**src/rtl/dpram_pkg.sv**
```systemverilog
// ---------------------------------------------------------------------------
// dpram_pkg
// Shared definitions for the true dual-port RAM block:
//   state_t      clear-sequencer states (CLEAR after reset, READY afterwards)
//   RD_LAT_MIN/MAX  legal read-latency range
//   be_merge     per-byte merge of a new word over an old word
// be_merge works on a fixed 64-bit container; callers zero-extend their
// word and truncate the result, so one function serves every DATA_W <= 64.
// ---------------------------------------------------------------------------
package dpram_pkg;

    typedef enum logic {
        CLEAR = 1'b0,
        READY = 1'b1
    } state_t;

    localparam int RD_LAT_MIN = 1;
    localparam int RD_LAT_MAX = 2;

    localparam int MERGE_W    = 64;
    localparam int MERGE_BE_W = MERGE_W / 8;

    function automatic logic [MERGE_W-1:0] be_merge(
        input logic [MERGE_W-1:0]    old_w,
        input logic [MERGE_W-1:0]    new_w,
        input logic [MERGE_BE_W-1:0] be
    );
        logic [MERGE_W-1:0] res;
        res = old_w;
        for (int i = 0; i < MERGE_BE_W; i++) begin
            if (be[i]) begin
                res[i*8 +: 8] = new_w[i*8 +: 8];
            end
        end
        return res;
    endfunction

endpackage

```
**src/rtl/dpram_rd_pipe.sv**
```systemverilog
// ---------------------------------------------------------------------------
// dpram_rd_pipe
// Per-port read-return pipeline of RD_LAT register stages.
//   clk, rst_n     clock, asynchronous active-low reset (flushes all stages)
//   in_valid       read accepted this cycle
//   in_data        word read from the array this cycle
//   out_valid      1-cycle strobe, RD_LAT cycles after in_valid
//   out_data       returned word; holds its last value while out_valid is low
// Each data stage loads only when the stage before it carries a valid word,
// which gives the hold-last-value behaviour without an extra register.
// ---------------------------------------------------------------------------
module dpram_rd_pipe #(
    parameter int DATA_W = 8,
    parameter int RD_LAT = 1
) (
    input  logic              clk,
    input  logic              rst_n,
    input  logic              in_valid,
    input  logic [DATA_W-1:0] in_data,
    output logic              out_valid,
    output logic [DATA_W-1:0] out_data
);

    logic [RD_LAT-1:0] vld;
    logic [DATA_W-1:0] dat [RD_LAT];

    always_ff @(posedge clk or negedge rst_n) begin
        if (!rst_n) begin
            vld <= '0;
            for (int i = 0; i < RD_LAT; i++) begin
                dat[i] <= '0;
            end
        end else begin
            vld[0] <= in_valid;
            if (in_valid) begin
                dat[0] <= in_data;
            end
            for (int i = 1; i < RD_LAT; i++) begin
                vld[i] <= vld[i-1];
                if (vld[i-1]) begin
                    dat[i] <= dat[i-1];
                end
            end
        end
    end

    assign out_valid = vld[RD_LAT-1];
    assign out_data  = dat[RD_LAT-1];

endmodule

```
**src/rtl/dpram_tdp_param.sv**
```systemverilog
// ---------------------------------------------------------------------------
// dpram_tdp_param
// True dual-port RAM, one clock, two independent read/write ports, with a
// post-reset clear sequencer, RD_LAT-cycle reads and collision detection.
// Ports (x = a or b):
//   clk, rst_n        clock, asynchronous active-low reset
//   x_en, x_we        request / write-not-read
//   x_addr, x_wdata   address, write data
//   x_be              byte enables for writes
//   x_rdata, x_rvalid read data and its 1-cycle valid strobe
//   collision         same address on both ports with at least one write,
//                     reported with the same latency as read data
//   init_busy         clear sequencer running, requests ignored
//   state_dbg         clear-sequencer state (CLEAR=0, READY=1)
// Request protocol: a request is taken on every rising edge where x_en=1 and
// init_busy=0; there is no back-pressure. Reads return exactly once, in
// order, RD_LAT cycles later; writes never return anything.
// Build option: define DPRAM_WR_FWD_EN to forward a same-cycle write from
// the other port into the read result (write-first); otherwise read-first.
// ---------------------------------------------------------------------------
module dpram_tdp_param
    import dpram_pkg::*;
#(
    parameter int DATA_W = 8,
    parameter int ADDR_W = 5,
    parameter int DEPTH  = 32,
    parameter int RD_LAT = 1,
    parameter int BE_W   = DATA_W / 8
) (
    input  logic              clk,
    input  logic              rst_n,
    input  logic              a_en,
    input  logic              a_we,
    input  logic [ADDR_W-1:0] a_addr,
    input  logic [DATA_W-1:0] a_wdata,
    input  logic [BE_W-1:0]   a_be,
    output logic [DATA_W-1:0] a_rdata,
    output logic              a_rvalid,
    input  logic              b_en,
    input  logic              b_we,
    input  logic [ADDR_W-1:0] b_addr,
    input  logic [DATA_W-1:0] b_wdata,
    input  logic [BE_W-1:0]   b_be,
    output logic [DATA_W-1:0] b_rdata,
    output logic              b_rvalid,
    output logic              collision,
    output logic              init_busy,
    output logic              state_dbg
);

    // Out-of-range latency values are clamped to the legal range.
    localparam int LAT = (RD_LAT < RD_LAT_MIN) ? RD_LAT_MIN :
                         (RD_LAT > RD_LAT_MAX) ? RD_LAT_MAX : RD_LAT;
    localparam logic [ADDR_W:0]   DEPTH_L   = (ADDR_W+1)'(DEPTH);
    localparam logic [ADDR_W-1:0] LAST_ADDR = ADDR_W'(DEPTH - 1);

    logic [DATA_W-1:0] mem [DEPTH];

    // ---------------- clear sequencer ----------------
    state_t            state, state_nxt;
    logic [ADDR_W-1:0] ptr, ptr_nxt;

    always_ff @(posedge clk or negedge rst_n) begin
        if (!rst_n) begin
            state <= CLEAR;
            ptr   <= '0;
        end else begin
            state <= state_nxt;
            ptr   <= ptr_nxt;
        end
    end

    always_comb begin
        state_nxt = state;
        ptr_nxt   = ptr;
        if (state == CLEAR) begin
            ptr_nxt = ptr + 1'b1;
            if (ptr == LAST_ADDR) begin
                state_nxt = READY;
            end
        end
    end

    // state is a register, so init_busy is a registered output.
    assign init_busy = (state == CLEAR);
    assign state_dbg = state;

    // ---------------- request decode ----------------
    logic a_in, b_in, same, a_wr, b_wr, a_rd, b_rd, coll_now;

    assign a_in     = ({1'b0, a_addr} < DEPTH_L);
    assign b_in     = ({1'b0, b_addr} < DEPTH_L);
    assign same     = (a_addr == b_addr);
    assign a_wr     = a_en && a_we && !init_busy && a_in;
    assign b_wr     = b_en && b_we && !init_busy && b_in;
    assign a_rd     = a_en && !a_we && !init_busy;
    assign b_rd     = b_en && !b_we && !init_busy;
    assign coll_now = a_en && b_en && !init_busy && same && (a_we || b_we);

    // ---------------- write merge / read select ----------------
    logic [DATA_W-1:0] a_old, b_old, a_base, a_new, b_new, a_rd_data, b_rd_data;

    always_comb begin
        a_old  = a_in ? mem[a_addr] : '0;
        b_old  = b_in ? mem[b_addr] : '0;
        b_new  = DATA_W'(be_merge(MERGE_W'(b_old), MERGE_W'(b_wdata), MERGE_BE_W'(b_be)));
        // On a double write to one word, A's bytes go over B's merged word,
        // so A wins per byte and B keeps the bytes only it enabled.
        a_base = (b_wr && same) ? b_new : a_old;
        a_new  = DATA_W'(be_merge(MERGE_W'(a_base), MERGE_W'(a_wdata), MERGE_BE_W'(a_be)));
`ifdef DPRAM_WR_FWD_EN
        a_rd_data = (b_wr && same) ? b_new : a_old;
        b_rd_data = (a_wr && same) ? a_new : b_old;
`else
        a_rd_data = a_old;
        b_rd_data = b_old;
`endif
    end

    // Array has no reset; the clear sequencer zeroes it after reset.
    always_ff @(posedge clk) begin
        if (init_busy) begin
            mem[ptr] <= '0;
        end else begin
            if (b_wr) begin
                mem[b_addr] <= b_new;
            end
            if (a_wr) begin
                mem[a_addr] <= a_new;
            end
        end
    end

    // ---------------- read return ----------------
    dpram_rd_pipe #(.DATA_W(DATA_W), .RD_LAT(LAT)) u_rd_pipe_a (
        .clk       (clk),
        .rst_n     (rst_n),
        .in_valid  (a_rd),
        .in_data   (a_rd_data),
        .out_valid (a_rvalid),
        .out_data  (a_rdata)
    );

    dpram_rd_pipe #(.DATA_W(DATA_W), .RD_LAT(LAT)) u_rd_pipe_b (
        .clk       (clk),
        .rst_n     (rst_n),
        .in_valid  (b_rd),
        .in_data   (b_rd_data),
        .out_valid (b_rvalid),
        .out_data  (b_rdata)
    );

    // Collision strobe delayed to line up with the read-data strobes.
    logic [LAT-1:0] coll_sr;

    always_ff @(posedge clk or negedge rst_n) begin
        if (!rst_n) begin
            coll_sr <= '0;
        end else begin
            coll_sr[0] <= coll_now;
            for (int i = 1; i < LAT; i++) begin
                coll_sr[i] <= coll_sr[i-1];
            end
        end
    end

    assign collision = coll_sr[LAT-1];

endmodule

```
**config.mk**
```make
export PLATFORM = sky130hd
export DESIGN_NAME = dpram_tdp_param
export DESIGN_NICKNAME = d
export VERILOG_FILES = /design/src/rtl/dpram_pkg.sv /design/src/rtl/dpram_rd_pipe.sv /design/src/rtl/dpram_tdp_param.sv
export SDC_FILE = /design/constraint.sdc
export NUM_CORES = 1
export LEC_CHECK = 0
export ABC_CLOCK_PERIOD_IN_PS = 6050
export CAP_MARGIN = 20
export CORE_MARGIN = 1
export CORE_UTILIZATION = 65
export CTS_BUF_LIST = sky130_fd_sc_hd__clkbuf_16
export DETAILED_ROUTE_END_ITERATION = 12
export HOLD_SLACK_MARGIN = 0.15
export PLACE_DENSITY_LB_ADDON = 0.2
export SLEW_MARGIN = 5
export SYNTH_ARGS = -nofsm -noshare
export SYNTH_HDL_FRONTEND = slang
export SYNTH_HIERARCHICAL = 1
export SYNTH_SLANG_ARGS = --single-unit
```
**constraint.sdc**
```tcl
create_clock -name clk -period 6.05 [get_ports clk]
set_input_delay 1.5125 -clock clk [delete_from_list [all_inputs] [get_ports clk]]
set_output_delay 1.5125 -clock clk [all_outputs]
set_load 0.01 [all_outputs]
```
After elaboration in Yosys (flattened, before gate mapping)
Memory sizes are Yosys's and may differ from the RTL's.
Index checks and enable logic that the tools add are counted.
{ "classes": {"n_addsub": 1, "eq_ne": 2, "mux": 15, "bitwise_logic": 1, "n_reduce_logical": 17} }
{ "ops": {"columns": ["cell", "count"], "rows": [
  ["$mux 8", 4],
  ["$logic_and 1x1->1", 13],
  ["$mux 1", 10],
  ["$reduce_or 8->1", 1],
  ["$add 5x1->5 const B", 1],
  ["$eq 5x5->1", 1],
  ["$eq 5x5->1 const B", 1],
  ["$mux 5", 1],
  ["$logic_not 1->1", 2],
  ["$logic_or 1x1->1", 1],
  ["$not 1->1", 1]
]} }
{ "word_totals": {"regBits": 25, "ram_bits": 256, "in_bits": 34, "out_inout_bits": 21, "memories": 1} }
{ "memory_table": {"columns": ["memory", "depth", "word_bits", "rd", "rd_ports_with_merged_regs", "wr", "line_no", "source"], "rows": [
  ["mem", 32, 8, 2, 0, 2, "dpram_tdp_param.sv:57", "logic [DATA_W-1:0] mem [DEPTH];"]
]} }

Logic depth before layout (Yosys ltp)
{ "logic_depth": {"word_depth": 7, "depth_mapped": 12, "ltp_nobuf": 7} }

Cells and area by module
Netlist, hierarchy kept.
{ "by_module_without_submodules": {"columns": ["module", "instances", "cells_per_inst", "area_per_inst_um2"], "rows": [
  ["dpram_tdp_param", 1, 1571, 16414.5],
  ["dpram_rd_pipe", 2, 18, 356.6]
]} }

Worst setup path before layout
No wires, ideal clock.
{ "synth_path": {"kind": "input port to flip-flop", "startpoint": "in a_addr[0]", "endpoint": "mem mem[5][6], data pin", "setup_time_ps": 254, "arrival_time_ps": 3739, "t_required_ps": 5796, "path_slack_ps": 2057, "stages": 11, "cell_sequence": "buf_2 buf_2 buf_2 mux2i_1 o22ai_1 or4_1 nor4_2 buf_2 nor3_1 a21oi_1 nor2_1"} }
{ "synth_lines": {"columns": ["element", "line_no", "source"], "rows": [
  ["from (decl)", "dpram_tdp_param.sv:34", "input logic [ADDR_W-1:0] a_addr,"],
  ["to (decl)", "dpram_tdp_param.sv:57", null]
]} }

==> flow_summary.yaml <==
floorplan:
  io-pin-count: 55
  die_x_um: 164.3
  die_area_um2: 27000
  die_h_um: 164.3
  std_cell_rows: 59
  core_area_um2: 25980
  initial_utilization: 0.6591
timing:
  tightestPinTransition_ps: 1245
  report.final.slew_viol_count: 0
  fmax_ghz: 0.1945
  timing.slew.headroom: 0.1703
  finalSetupViolCount: 0
  finalCriticalPeriod_ps: 5142
  setup-tns-final_ps: 0
  fin_skew_ps: 26.26
  final_hold_viol_count: 0
  rsz0062_at_grt: "no"
  post-route-period-util: 0.8499
worst_setup_path:
  worst_ep_required_time_ps: 6440
  crit_chain: "clkdlybuf4s50_1 -> or4b_2 -> o22ai_1 -> nor4_1 -> nand2_1 -> o22a_1 -> buf_4 -> nor2_1 -> a211oi_1"
  worstRegToRegCells: 6
  endpoint_kind: "flop"
  worstSetupPathType: "input pin to flop"
  slowest_delay_ps: 1180
  regToRegSetupSlack_ps: 2290
  path_max_fanout: 21
  critPathLaunchType: "input pin"
  cp_data_arrival_time_ps: 5530
  path_buf_inv: 2
  cp.depth: 9
  reg2reg_from: "state_dbg$_DFF_PN0_"
  r2r_end: "mem[2][1]$_DFFE_PP_"
  slowest_stage: "clkdlybuf4s50_1"
  cp_top_family: "buffers and inverters"
global_routing:
  grt_pass1_vias: 13920
  grt_start_max_net_pins: 41
  grt_pass1_wl_um: 94260
  grt_antenna_before_repair: 4
  grt_use_total: 0.5007
  grt_overflow_total: 0
pwr:
  vdd_drop_max_mv: 0.3398
  p_leak_uw: 0.007047
  p_per_area_nw_per_um2: 246.4
  finalPower_uw: 4711
synth:
  synth_cells: 1607
  syn_nets: 1643
  async_reset_ff_frac: 0.08897
  ys_seq_area_frac: 0.4854
  syn_area_per_cell_um2: 10.66
  synth_ff_type: "edfxtp_1"
  ys_seq_elements: 281
  netlist_area_um2: 17130
  synth_edf_count: 256
  synth.distinct_cells: 58
  ys_warn_count: 6
clock_network:
  cts_resized: 0
  htree_levels: 1
  hold_buffers: 0
  cts_buffer_depth: 3
  cts-root-buf: "clkbuf_16"
  clk_pin_slew_ps: 60
  postCtsSetupRepairBufs: 0
  cts_tree: "done"
  clk_latency_ps: 590
  cts_buffers: 30
  cts_num_sinks: 281
min_path:
  whs_path_depth: 1
  min_to: "u_rd_pipe_b/out_data[7]$_DFFE_PN0P_"
  worstHoldStart: "u_rd_pipe_b/out_data[7]$_DFFE_PN0P_"
  hold_path.class: "flop to flop"
detailed_routing:
  finalWirelength_um: 66750
  wl_per_cell_um: 33.56
  ant_nets: 0
  viasPerCell: 7.603
  routed-via-count: 15123
  first_pass_iters: 8
  drt_iter0_drc: 2663
  route.detailed.drc: 0
cells_and_area:
  multiInputGateArea_um2: 8073
  drive_above_1_share: 0.1417
  stdcell_area_um2: 19120
  fill_cells: 1831
  nNetsFinal: 1663
  register_area_um2: 8313
  area_delta_synth_final_pct: 11.62
  final_util: 0.7357
placed_design:
  dpl.hpwl_um: 48190
  io_buffers: 54
  place_congestion: 1.145
  placed_area_um2: 18140
status:
  status: "finished, final reports clean"
job:
  max_cap_violations: 0
## worst max-delay path by stage
| stage | startpoint | slack [ps] | end |
|---|---|---|---|
| 5_1_grt | a_addr[3] | 990 | mem[24][7]$_DFFE_PP_ |
| 3_5_place_dp | a_addr[3] | 590 | mem[28][7]$_DFFE_PP_ |
| 4_1_cts | a_addr[3] | 1180 | mem[9][7]$_DFFE_PP_ |
| 3_3_place_gp | a_addr[3] | 700 | mem[9][7]$_DFFE_PP_ |
| 2_1_floorplan | a_addr[0] | 2060 | mem[5][6]$_DFFE_PP_ |
| 6_report | a_addr[4] | 910 | mem[5][7]$_DFFE_PP_ |
## per-stage QoR
stage | hold WS [ps] | setup WS [ps] | instances
6_report | 512.4 | 908.0 | 1989
5_1_grt | 529.4 | 991.0 | 1986
4_1_cts | 515.0 | 1177 | 1981
3_5_place_dp | 497.7 | 591.4 | 1925
3_3_place_gp | 497.1 | 696.8 | 1920
2_1_floorplan | 459.5 | 2057 | 1607
## per-layer routing
metal / vias to the layer above / share of wire / GRT usage
met1: 7169 / 0.34 / 0.6423
li1: 6195 / - / -
met4: 8 / 0.081 / 0.3249
met5: - / 0.0015 / 0.01705
met2: 1402 / 0.42 / 0.7321
met3: 349 / 0.15 / 0.1551
## power breakdown
part           switching, uW  internal [uW]
logic                    481            291
registers               22.7           2160
clock network            789            964
## sequential cells by signal, indices dropped and copies added (netlist names)
register               flops
u_rd_pipe_b/out_data       8
u_rd_pipe_b/out_valid      1
mem                      256
u_rd_pipe_a/out_data       8
state_dbg                  1
ptr                        5
u_rd_pipe_a/out_valid      1
collision                  1
## cells in the mapped netlist, drive strengths merged, types with 3 or more instances
cell	count	area share
dfrtp	25	0.037
edfxtp	256	0.45
or4	7	0.0031
a22oi	12	0.0053
mux2i	177	0.10
o22a	3	0.0015
o22ai	66	0.024
nor4	16	0.0062
a311oi	4	0.0020
buf	70	0.027
nand4bb	4	0.0026
nand4b	4	0.0020
a221oi	17	0.0091
nor3b	4	0.0018
nor2	134	0.030
nor2b	5	0.0018
nor3	24	0.0070
nand3	32	0.0094
mux2	19	0.016
inv	7	0.0015
xnor2	8	0.0041
clkbuf	98	0.021
a221o	5	0.0029
a211oi	97	0.043
nand3b	4	0.0018
a21oi	36	0.011
a31oi	7	0.0029
o2111ai	4	0.0020
mux4	46	0.060
o21ai	173	0.051
or4b	4	0.0023
and3	11	0.0040
nand2	205	0.045
a21o	4	0.0018
## layout by cell type (no fill, tap or decap), types with 31 or more instances in the layout
cell and count:
a211oi_1 96, buf_4 93, clkbuf_16 31, clkdlybuf4s50_1 51
edfxtp_1 256, mux2i_1 177, mux4_2 46, nand2_1 205
nand3_1 32, nor2_1 133, o21ai_0 173, o22ai_1 66
## kinds of logic (layout without fill, tap and decap cells)
group,count (synthesis),after routing,synth area share
multiplexers,242,242,0.1799
adder cells (fa/ha/maj),2,2,0.001461
buffers and inverters,177,221,0.05026
AND/OR/NAND/NOR,464,464,0.1210
XOR/XNOR,8,8,0.004091
other,0,3,0
AO/OA/AOI/OAI,433,433,0.1579
flip-flops,281,281,0.4854
## worst reg2reg max path, cell delays in order, from the launching register on
cell and delay, ps:
dfrtp_1 620, nand3_1 570, nand2_1 340, a21boi_0 440
nand3_1 430, o21ai_0 790, buf_4 290
## layout make-up
type                            instances  share of cell area
Tap cell                              335             0.02193
Inverter                                9            0.001767
Clock buffer                           31             0.04058
Multi-Input combinational cell       1149              0.4223
Sequential cell                       281              0.4348
Timing Repair Buffer                  156             0.07062
Clock inverter                         25            0.007592
Antenna cell                            3           0.0003927
Note: power is estimated with default switching activity, not from simulation.
